===== config.mk =====
export PLATFORM = sky130hd
export DESIGN_NAME = mem_port_arbiter
export DESIGN_NICKNAME = d
export VERILOG_FILES = /design/src/rtl/mem_port_arbiter.sv
export SDC_FILE = /design/constraint.sdc
export NUM_CORES = 1
export LEC_CHECK = 0
export CORE_MARGIN = 8
export CORE_UTILIZATION = 41
export DETAILED_ROUTE_END_ITERATION = 10
export GPL_TIMING_DRIVEN = 0
export MAX_ROUTING_LAYER = met4
export PLACE_DENSITY_LB_ADDON = 0.12
export SLEW_MARGIN = 10
export SYNTH_ARGS = -nofsm -noshare
export SYNTH_HDL_FRONTEND = slang
export SYNTH_SLANG_ARGS = --single-unit

===== constraint.sdc =====
create_clock -name clk -period 7.5 [get_ports clk]
set_clock_uncertainty 0.2 [all_clocks]
set_input_delay 1.5 -clock clk [delete_from_list [all_inputs] [get_ports clk]]
set_output_delay 1.5 -clock clk [all_outputs]
set_load 0.02 [all_outputs]

===== src/rtl/mem_port_arbiter.sv =====
// mem_port_arbiter
//   Shares one memory port between the instruction-fetch path and the
//   load/store path. Each access is granted in IDLE, then held for MEM_LAT
//   ACCESS cycles, then acknowledged in a single DONE cycle. When both paths
//   request at once, the grant goes to whichever path did not own the
//   previous grant. No new access starts while the core is halted.
//
// Parameters
//   MEM_LAT       memory access latency in cycles (>= 1)
//   CNT_W         width of the contention counter
//
// Ports
//   clk           clock, rising edge
//   rst_b         asynchronous reset, active-high (1 = reset)
//   halted        core halted; no new grant while high
//   if_req/if_addr                fetch request and address
//   if_rdata/if_ack               fetched word and completion pulse
//   d_req/d_we/d_addr/d_wdata     data request (d_we=1 store)
//   d_rdata/d_ack                 load data and completion pulse
//   mem_en/mem_we/mem_addr/mem_wdata/mem_rdata   memory port
//   busy          high whenever the arbiter is not IDLE
//   conflict_cnt  saturating count of grants made under contention
module mem_port_arbiter #(
  parameter int MEM_LAT = 2,
  parameter int CNT_W   = 16
) (
  input  logic             clk,
  input  logic             rst_b,
  input  logic             halted,
  input  logic             if_req,
  input  logic [31:0]      if_addr,
  output logic [31:0]      if_rdata,
  output logic             if_ack,
  input  logic             d_req,
  input  logic             d_we,
  input  logic [31:0]      d_addr,
  input  logic [31:0]      d_wdata,
  output logic [31:0]      d_rdata,
  output logic             d_ack,
  output logic             mem_en,
  output logic             mem_we,
  output logic [31:0]      mem_addr,
  output logic [31:0]      mem_wdata,
  input  logic [31:0]      mem_rdata,
  output logic             busy,
  output logic [CNT_W-1:0] conflict_cnt
);

  localparam int LAT_W = (MEM_LAT > 1) ? $clog2(MEM_LAT) : 1;

  // Owner / last-owner encoding: 0 = fetch, 1 = data.
  localparam logic OWN_FETCH = 1'b0;
  localparam logic OWN_DATA  = 1'b1;

  typedef enum logic [1:0] {
    IDLE   = 2'd0,
    ACCESS = 2'd1,
    DONE   = 2'd2
  } state_t;

  state_t             state_q, state_d;
  logic               owner_q, owner_d;
  logic               last_q, last_d;
  logic               we_q, we_d;
  logic [31:0]        addr_q, addr_d;
  logic [31:0]        wdata_q, wdata_d;
  logic [LAT_W-1:0]   cnt_q, cnt_d;
  logic [31:0]        if_rdata_q, if_rdata_d;
  logic [31:0]        d_rdata_q, d_rdata_d;
  logic [CNT_W-1:0]   conflict_q, conflict_d;
  logic               pick_data;

  function automatic logic [CNT_W-1:0] sat_inc(input logic [CNT_W-1:0] v);
    sat_inc = (&v) ? v : v + 1'b1;
  endfunction

  always_ff @(posedge clk or posedge rst_b) begin
    if (rst_b) begin
      state_q    <= IDLE;
      owner_q    <= OWN_FETCH;
      last_q     <= OWN_FETCH;
      we_q       <= 1'b0;
      addr_q     <= '0;
      wdata_q    <= '0;
      cnt_q      <= '0;
      if_rdata_q <= '0;
      d_rdata_q  <= '0;
      conflict_q <= '0;
    end else begin
      state_q    <= state_d;
      owner_q    <= owner_d;
      last_q     <= last_d;
      we_q       <= we_d;
      addr_q     <= addr_d;
      wdata_q    <= wdata_d;
      cnt_q      <= cnt_d;
      if_rdata_q <= if_rdata_d;
      d_rdata_q  <= d_rdata_d;
      conflict_q <= conflict_d;
    end
  end

  always_comb begin
    state_d    = state_q;
    owner_d    = owner_q;
    last_d     = last_q;
    we_d       = we_q;
    addr_d     = addr_q;
    wdata_d    = wdata_q;
    cnt_d      = cnt_q;
    if_rdata_d = if_rdata_q;
    d_rdata_d  = d_rdata_q;
    conflict_d = conflict_q;
    // Data wins a tie only if fetch owned the previous grant.
    pick_data  = d_req && (!if_req || (last_q == OWN_FETCH));

    case (state_q)
      IDLE: begin
        if (!halted && (if_req || d_req)) begin
          owner_d = pick_data;
          last_d  = pick_data;
          we_d    = pick_data & d_we;
          addr_d  = pick_data ? d_addr : if_addr;
          wdata_d = pick_data ? d_wdata : wdata_q;
          cnt_d   = LAT_W'(MEM_LAT - 1);
          if (if_req && d_req) conflict_d = sat_inc(conflict_q);
          state_d = ACCESS;
        end
      end
      ACCESS: begin
        if (cnt_q == '0) begin
          if (owner_q == OWN_FETCH)  if_rdata_d = mem_rdata;
          else if (!we_q)            d_rdata_d  = mem_rdata;
          state_d = DONE;
        end else begin
          cnt_d = cnt_q - 1'b1;
        end
      end
      DONE:    state_d = IDLE;
      default: state_d = IDLE;
    endcase
  end

  // Port strobes decode straight from the state register so they drop the
  // moment reset is asserted.
  assign mem_en       = (state_q == ACCESS);
  assign mem_we       = (state_q == ACCESS) && we_q && (owner_q == OWN_DATA);
  assign mem_addr     = addr_q;
  assign mem_wdata    = wdata_q;
  assign if_ack       = (state_q == DONE) && (owner_q == OWN_FETCH);
  assign d_ack        = (state_q == DONE) && (owner_q == OWN_DATA);
  assign if_rdata     = if_rdata_q;
  assign d_rdata      = d_rdata_q;
  assign busy         = (state_q != IDLE);
  assign conflict_cnt = conflict_q;

endmodule

==> reports/metrics.cfg, run 1 <==
[clocking]
cts_inserted_buffers=17
cts_tree=done
cts_setup_buffers=0
numClockSinks=149
cts_hold_buf=0
clkTransAtPathRegs_ns=0.06
cts-resized-gates=0
htree_num_levels=4
clock_path_buffers=2
clockRootBuffer=clkbuf_16
insertion_delay_ns=0.40

[floorplan]
fp.coreArea_um2=14530
start_util=0.4180
dieHeight_um=137.7
die_w_um=137.7
dieArea_um2=18970
io_pins=283
fp-row-count=44

[power_and_ir_drop]
p_comb_frac=0.477
p_sw_mw=1.521
power_density_nw_per_um2=431.0
p_leak_nw=4.103
clkPwrFrac=0.190
p_seq_frac=0.333
vdd_ir_drop_max_uv=255.0
p_sw_frac=0.3630
p_int_mw=2.670

[synth]
ys_seq_elements=149
seq_area_frac_synth=0.6137
synth_nets=574
synth-async-reset-ratio=1.000
synth.avg_cell_area_um2=13.84
synth_edf_count=0
synth_cells=439
yosys_warnings=0
ys_top_cells_by_area=dfrtp_1, mux2_2, mux2i_1
syn-cell-area_um2=6076
yosys.area.top_type=dfrtp_1
yosysUniqueCellTypes=37
yosysTopAreaCellShare=0.6137
yosys_most_used_dff=dfrtp_1
yosysMostFrequentCell=dfrtp_1
synth_common_cells=dfrtp_1, mux2_2, a21oi_1, nor2_1, mux2i_1

[timing]
grt_setup_unrepaired=false
finalSetupViolCount=0
fmax_mhz=275.8
holdWs_ns=0.2932
maxSlewHeadroom=0.6047
worstMarginPinSlew_ns=0.5929
finalCritPeriodShare=0.4835
hold_viol_final=0
fin_setup_tns_ns=0
period_needed_ns=3.626
slew_viol_final=0

[setup_path]
worstPathRequired_ns=5.80
crit_chain=or2b_1 > nor3_1 > clkdlybuf4s50_1
critPathCaptureType=primary output
worstSetupStartpointType=register
cpPeakStageDelay_ns=0.66
worst_ep_arrival_time_ns=1.93
r2r_start=state_q[0]
crit_slowest_cell=clkdlybuf4s50_1
critPathMaxFanout=5
critical_path_class=register to primary output
crit_start=state_q[1]

[finish]
antennaDiodeCount=0
area_growth_pct=60.03
drive_gt1_frac=0.2003
final_nets=876
num-fill-cells=1099

[routing]
antenna_left=0
post_drt_wl_per_cell_um=19.62
drt_wl_total_mm=18.40
drt_iter0_drc=197
vias_per_cell=4.970
num_vias=4662
dr.pass1.iters=4
post-route-drc-count=0

[worst_hold_path]
hp-class=register to register
holdCritStartpoint=if_rdata[27]

[placed_design]
gp_congestion=0.8158
portBuffers=282
dpl.hpwl_mm=14.45

[global_route]
grt_pass1_wl_mm=28.25
gr-total-overflow=0
grt_usage=0.2023
antenna_found_initial=0
grt_max_degree=84
grt_pass1_vias=5268

[outcome]
status=finished, final reports clean

[job]
maxCapViolations=0

==> layout by cell type (no fill, tap or decap), types with 5 or more instances in the layout <==
cell / count
dfrtp_1: 149
buf_2: 14
nor2_1: 36
nand4_1: 8
clkbuf_16: 17
a21oi_1: 36
clkdlybuf4s50_1: 282
xor2_1: 5
clkinv_2: 5
mux2_2: 91
nand3_1: 6
mux2i_1: 32
buf_1: 5
nand2_1: 6
mux2_1: 8
==> through the flow <==
| stage | utilization | instances | worst slack [ns] | total power [mW] | area, um2 |
|---|---|---|---|---|---|
| finish | 0.6690 | 938 | 3.874 | 4.191 | 9723 |
| global route | 0.6690 | 938 | 3.775 | 4.415 | 9723 |
| CTS | 0.6690 | 938 | 3.845 | 4.247 | 9723 |
| detailed placement | 0.6305 | 906 | 3.688 | 3.430 | 9164 |
| global placement | 0.6281 | 905 | -0.03265 | 3.378 | 9129 |
| floorplan | - | 439 | 1.792 | 2.373 | 6076 |
==> routing by layer <==
metal / track usage / share of wire
met2: 0.3310 / 0.50
met4: 0.06985 / 0.016
met1: 0.2223 / 0.38
met3: 0.07768 / 0.095
met5: - / 0
==> logic make-up after synthesis <==
family	count (synthesis)	share of synthesized area
XOR/XNOR	9	0.01297
adder cells (fa/ha/maj)	1	0.002059
flip-flops	149	0.6137
AND/OR/NAND/NOR	80	0.07722
AO/OA/AOI/OAI	44	0.03830
buffers and inverters	25	0.01956
multiplexers	131	0.2362
==> flip-flops by register name (all words and copies together), names as in the netlist <==
name,flops
d_rdata,32
if_rdata,32
mem_addr,32
mem_wdata,32
conflict_cnt,16
state_q,2
cnt_q,1
last_q,1
we_q,1
==> worst max-delay path, delay by kind of cell, from the launching register on <==
family        cells  cell delay [ns]
flops             1             0.40
buf+inv           1             0.66
simple gates      2             0.45
==> path summary, 6_finish.rpt <==
kind / end / slack, ns / depth (start not counted)
hold / removal: if_rdata[27] / 0.29 / 1
hold reg to reg: if_rdata[27] / 0.29 / 1
setup reg to reg: mem_wdata[3] / 5.26 / 6
min in group asynchronous: d_rdata[12] / 1.39 / 2
max in group asynchronous: mem_addr[27] / 4.98 / 3
setup / recovery: mem_we / 3.87 / 3
==> layout make-up <==
cell class	count	area, um2	share of cell area
multi-input combinational	265	2228	0.2292
inverter	4	22.52	0.002316
tap	184	230.2	0.02368
clock inverter	12	102.6	0.01055
clock buffer	20	456.7	0.04697
sequential	149	3729	0.3835
timing repair buffer	283	2850	0.2931
buffer	21	103.9	0.01068
==> power by group through the flow <==
stage | sequential, mW | combinational, mW | clock, mW
final | 1.39 | 2.00 | 0.797
after global routing | 1.45 | 2.12 | 0.852
after CTS | 1.40 | 2.03 | 0.817
after detailed placement | 1.41 | 2.02 | 0
after global placement | 1.38 | 2.00 | 0
after floorplan | 1.83 | 0.547 | 0
Note: power is estimated with default switching activity, not from simulation.
==> inputs of run 2 (changes only) <==
Settings changed: CORE_UTILIZATION 41 to 37.
Clock period 7.5 ns to 3.2 ns, I/O delays scaled along.
==> reports/metrics.cfg, run 2 (synthesized netlist as in run 1, its figures left out) <==
[clocking]
cts_hold_buf=0  ; unchanged
cts-resized-gates=0  ; unchanged
clkTransAtPathRegs_ns=0.06  ; about the same
clock_path_buffers=2  ; unchanged
numClockSinks=149  ; unchanged
htree_num_levels=4  ; unchanged
insertion_delay_ns=0.42  ; +0.02 ns
cts_inserted_buffers=17  ; unchanged
cts_tree=done
clockRootBuffer=clkbuf_16
cts_setup_buffers=0  ; unchanged

[timing]
period_needed_ns=2.820
holdWs_ns=0.2870  ; -0.006180 ns
slew_viol_final=0  ; unchanged
grt_setup_unrepaired=false
maxSlewHeadroom=0.5805  ; -0.02418
fmax_mhz=354.7
fin_setup_tns_ns=0  ; unchanged
finalCritPeriodShare=0.8811
hold_viol_final=0  ; unchanged
finalSetupViolCount=0  ; unchanged
worstMarginPinSlew_ns=0.6279  ; +0.03495 ns

[floorplan]
dieArea_um2=20780  ; +9.5%
start_util=0.3730  ; -0.04505
die_w_um=144.1  ; +4.7%
fp.coreArea_um2=16290  ; +12%
dieHeight_um=144.1  ; +4.7%
io_pins=283  ; unchanged
fp-row-count=47  ; +6.8%

[routing]
num_vias=4644  ; -0.39%
vias_per_cell=4.744  ; -4.6%
dr.pass1.iters=4  ; unchanged
drt_wl_total_mm=18.54  ; +0.74%
drt_iter0_drc=160  ; -19%
antenna_left=0  ; unchanged
post-route-drc-count=0  ; unchanged
post_drt_wl_per_cell_um=18.93  ; -3.5%

[setup_path]
reg2reg_depth=5  ; -1
path_buf_inv=1  ; unchanged
worstSetupStartpointType=register
timing.critical_path.max_delay_family=buffers and inverters
r2r_start=last_q
regToRegSetupSlack_ns=0.95  ; -4.31 ns
cpPeakStageDelay_ns=0.67  ; about the same
critical_path_class=register to primary output
r2r_end=mem_addr[5]
critPathCaptureType=primary output
crit_slowest_cell=clkdlybuf4s50_1
worst_ep_arrival_time_ns=1.98  ; +0.05 ns
critPathMaxFanout=5  ; unchanged
worstPathRequired_ns=2.36  ; -3.44 ns
crit_chain=or2b_1 > nor3_1 > clkdlybuf4s50_1

[power_and_ir_drop]
total_power_mw=10.14  ; +140%
power_density_nw_per_um2=1023  ; +140%
vdd_ir_drop_max_uv=488.0  ; +91%
p_leak_nw=4.164  ; +1.5%

[worst_hold_path]
hp-class=register to register
holdCritStartpoint=if_rdata[27]
worstHoldPathCells=1  ; unchanged
whs_endpoint=if_rdata[27]

[placed_design]
dp.cells=945  ; +4.3%
gp_congestion=0.8287  ; +1.6%
portBuffers=282  ; unchanged
dpl.hpwl_mm=14.72  ; +1.9%
dpl_cell_area_um2=9258  ; +1.0%

[finish]
stdcell_count=979  ; +4.4%
final_nets=879  ; +0.34%
area_growth_pct=63.12
drive_gt1_frac=0.2021  ; +0.001848
num-fill-cells=1352  ; +23%
mostFrequentLayoutCells=clkdlybuf4s50_1, dfrtp_1, mux2_2
fin_area_um2=9911  ; +1.9%
final_common_cell=clkdlybuf4s50_1

[job]
maxCapViolations=0  ; unchanged

[global_route]
met2_usage=0.3072  ; -0.02380
grt_usage=0.1878  ; -0.01452
gr-total-overflow=0  ; unchanged
grt_util_met3=0.08452  ; +0.006836
grt.busiest_layer=met2
antenna_found_initial=1  ; +1
grt_pass1_wl_mm=28.32  ; +0.24%
grt_max_degree=40  ; -52%
grt_pass1_vias=5263  ; -0.095%
use_met1=0.1948  ; -0.02746

[outcome]
status=finished, final reports clean

run 2: cell count changes in the layout (fill, tap and decap cells not counted), sizes merged:
cell and delta:
clkinvlp -1, bufinv +4, clkinv -1, inv -2
diode +2, buf +3
run 2: worst max path at each step:
| stage | startpoint | to | slack (ns) | cells after the start |
|---|---|---|---|---|
| final | state_q[0] | mem_we | 0.38 | 3 |
| after global routing | state_q[0] | mem_we | 0.29 | 3 |
| after CTS | state_q[0] | mem_we | 0.37 | 3 |
| after detailed placement | d_req | mem_addr[5] | 0.16 | 6 |
| after global placement | rst_b | mem_addr[7] | -0.77 | 2 |
| after floorplan | rst_b | cnt_q | 0.49 | 1 |
run 2: layout make-up:
class	instances	area, um2	share of cell area
buffer	21	103.9	0.01048
sequential	149	3729	0.3762
antenna	2	5.005	0.0005050
timing repair buffer	286	2903	0.2929
clock inverter	12	201.4	0.02033
inverter	4	18.77	0.001894
tap	220	275.3	0.02777
multi-input combinational	265	2228	0.2248
clock buffer	20	446.7	0.04507
run 2: routing by layer:
| layer | routed length [um] | up-vias | part of all wire |
|---|---|---|---|
| li1 | - | 2159 | - |
| met1 | 6977 | 2273 | 0.38 |
| met2 | 9280 | 187 | 0.50 |
| met3 | 1860 | 25 | 0.10 |
| met4 | 418 | 0 | 0.023 |
| met5 | 0 | - | 0 |
run 2: report_power, final:
group,switching [mW],leakage (nW),internal [mW]
Combinational,2.30,2.09,2.39
Clock,0.778,0.311,1.41
Sequential,0.503,1.76,2.77
Total,3.58,4.16,6.56
run 2: per-stage QoR:
stage	utilization	worst slack (ns)
after floorplan	-	0.4850
after global placement	0.5634	-0.7677
after detailed placement	0.5683	0.1613
after CTS	0.6081	0.3665
after global routing	0.6083	0.2904
final	0.6084	0.3804
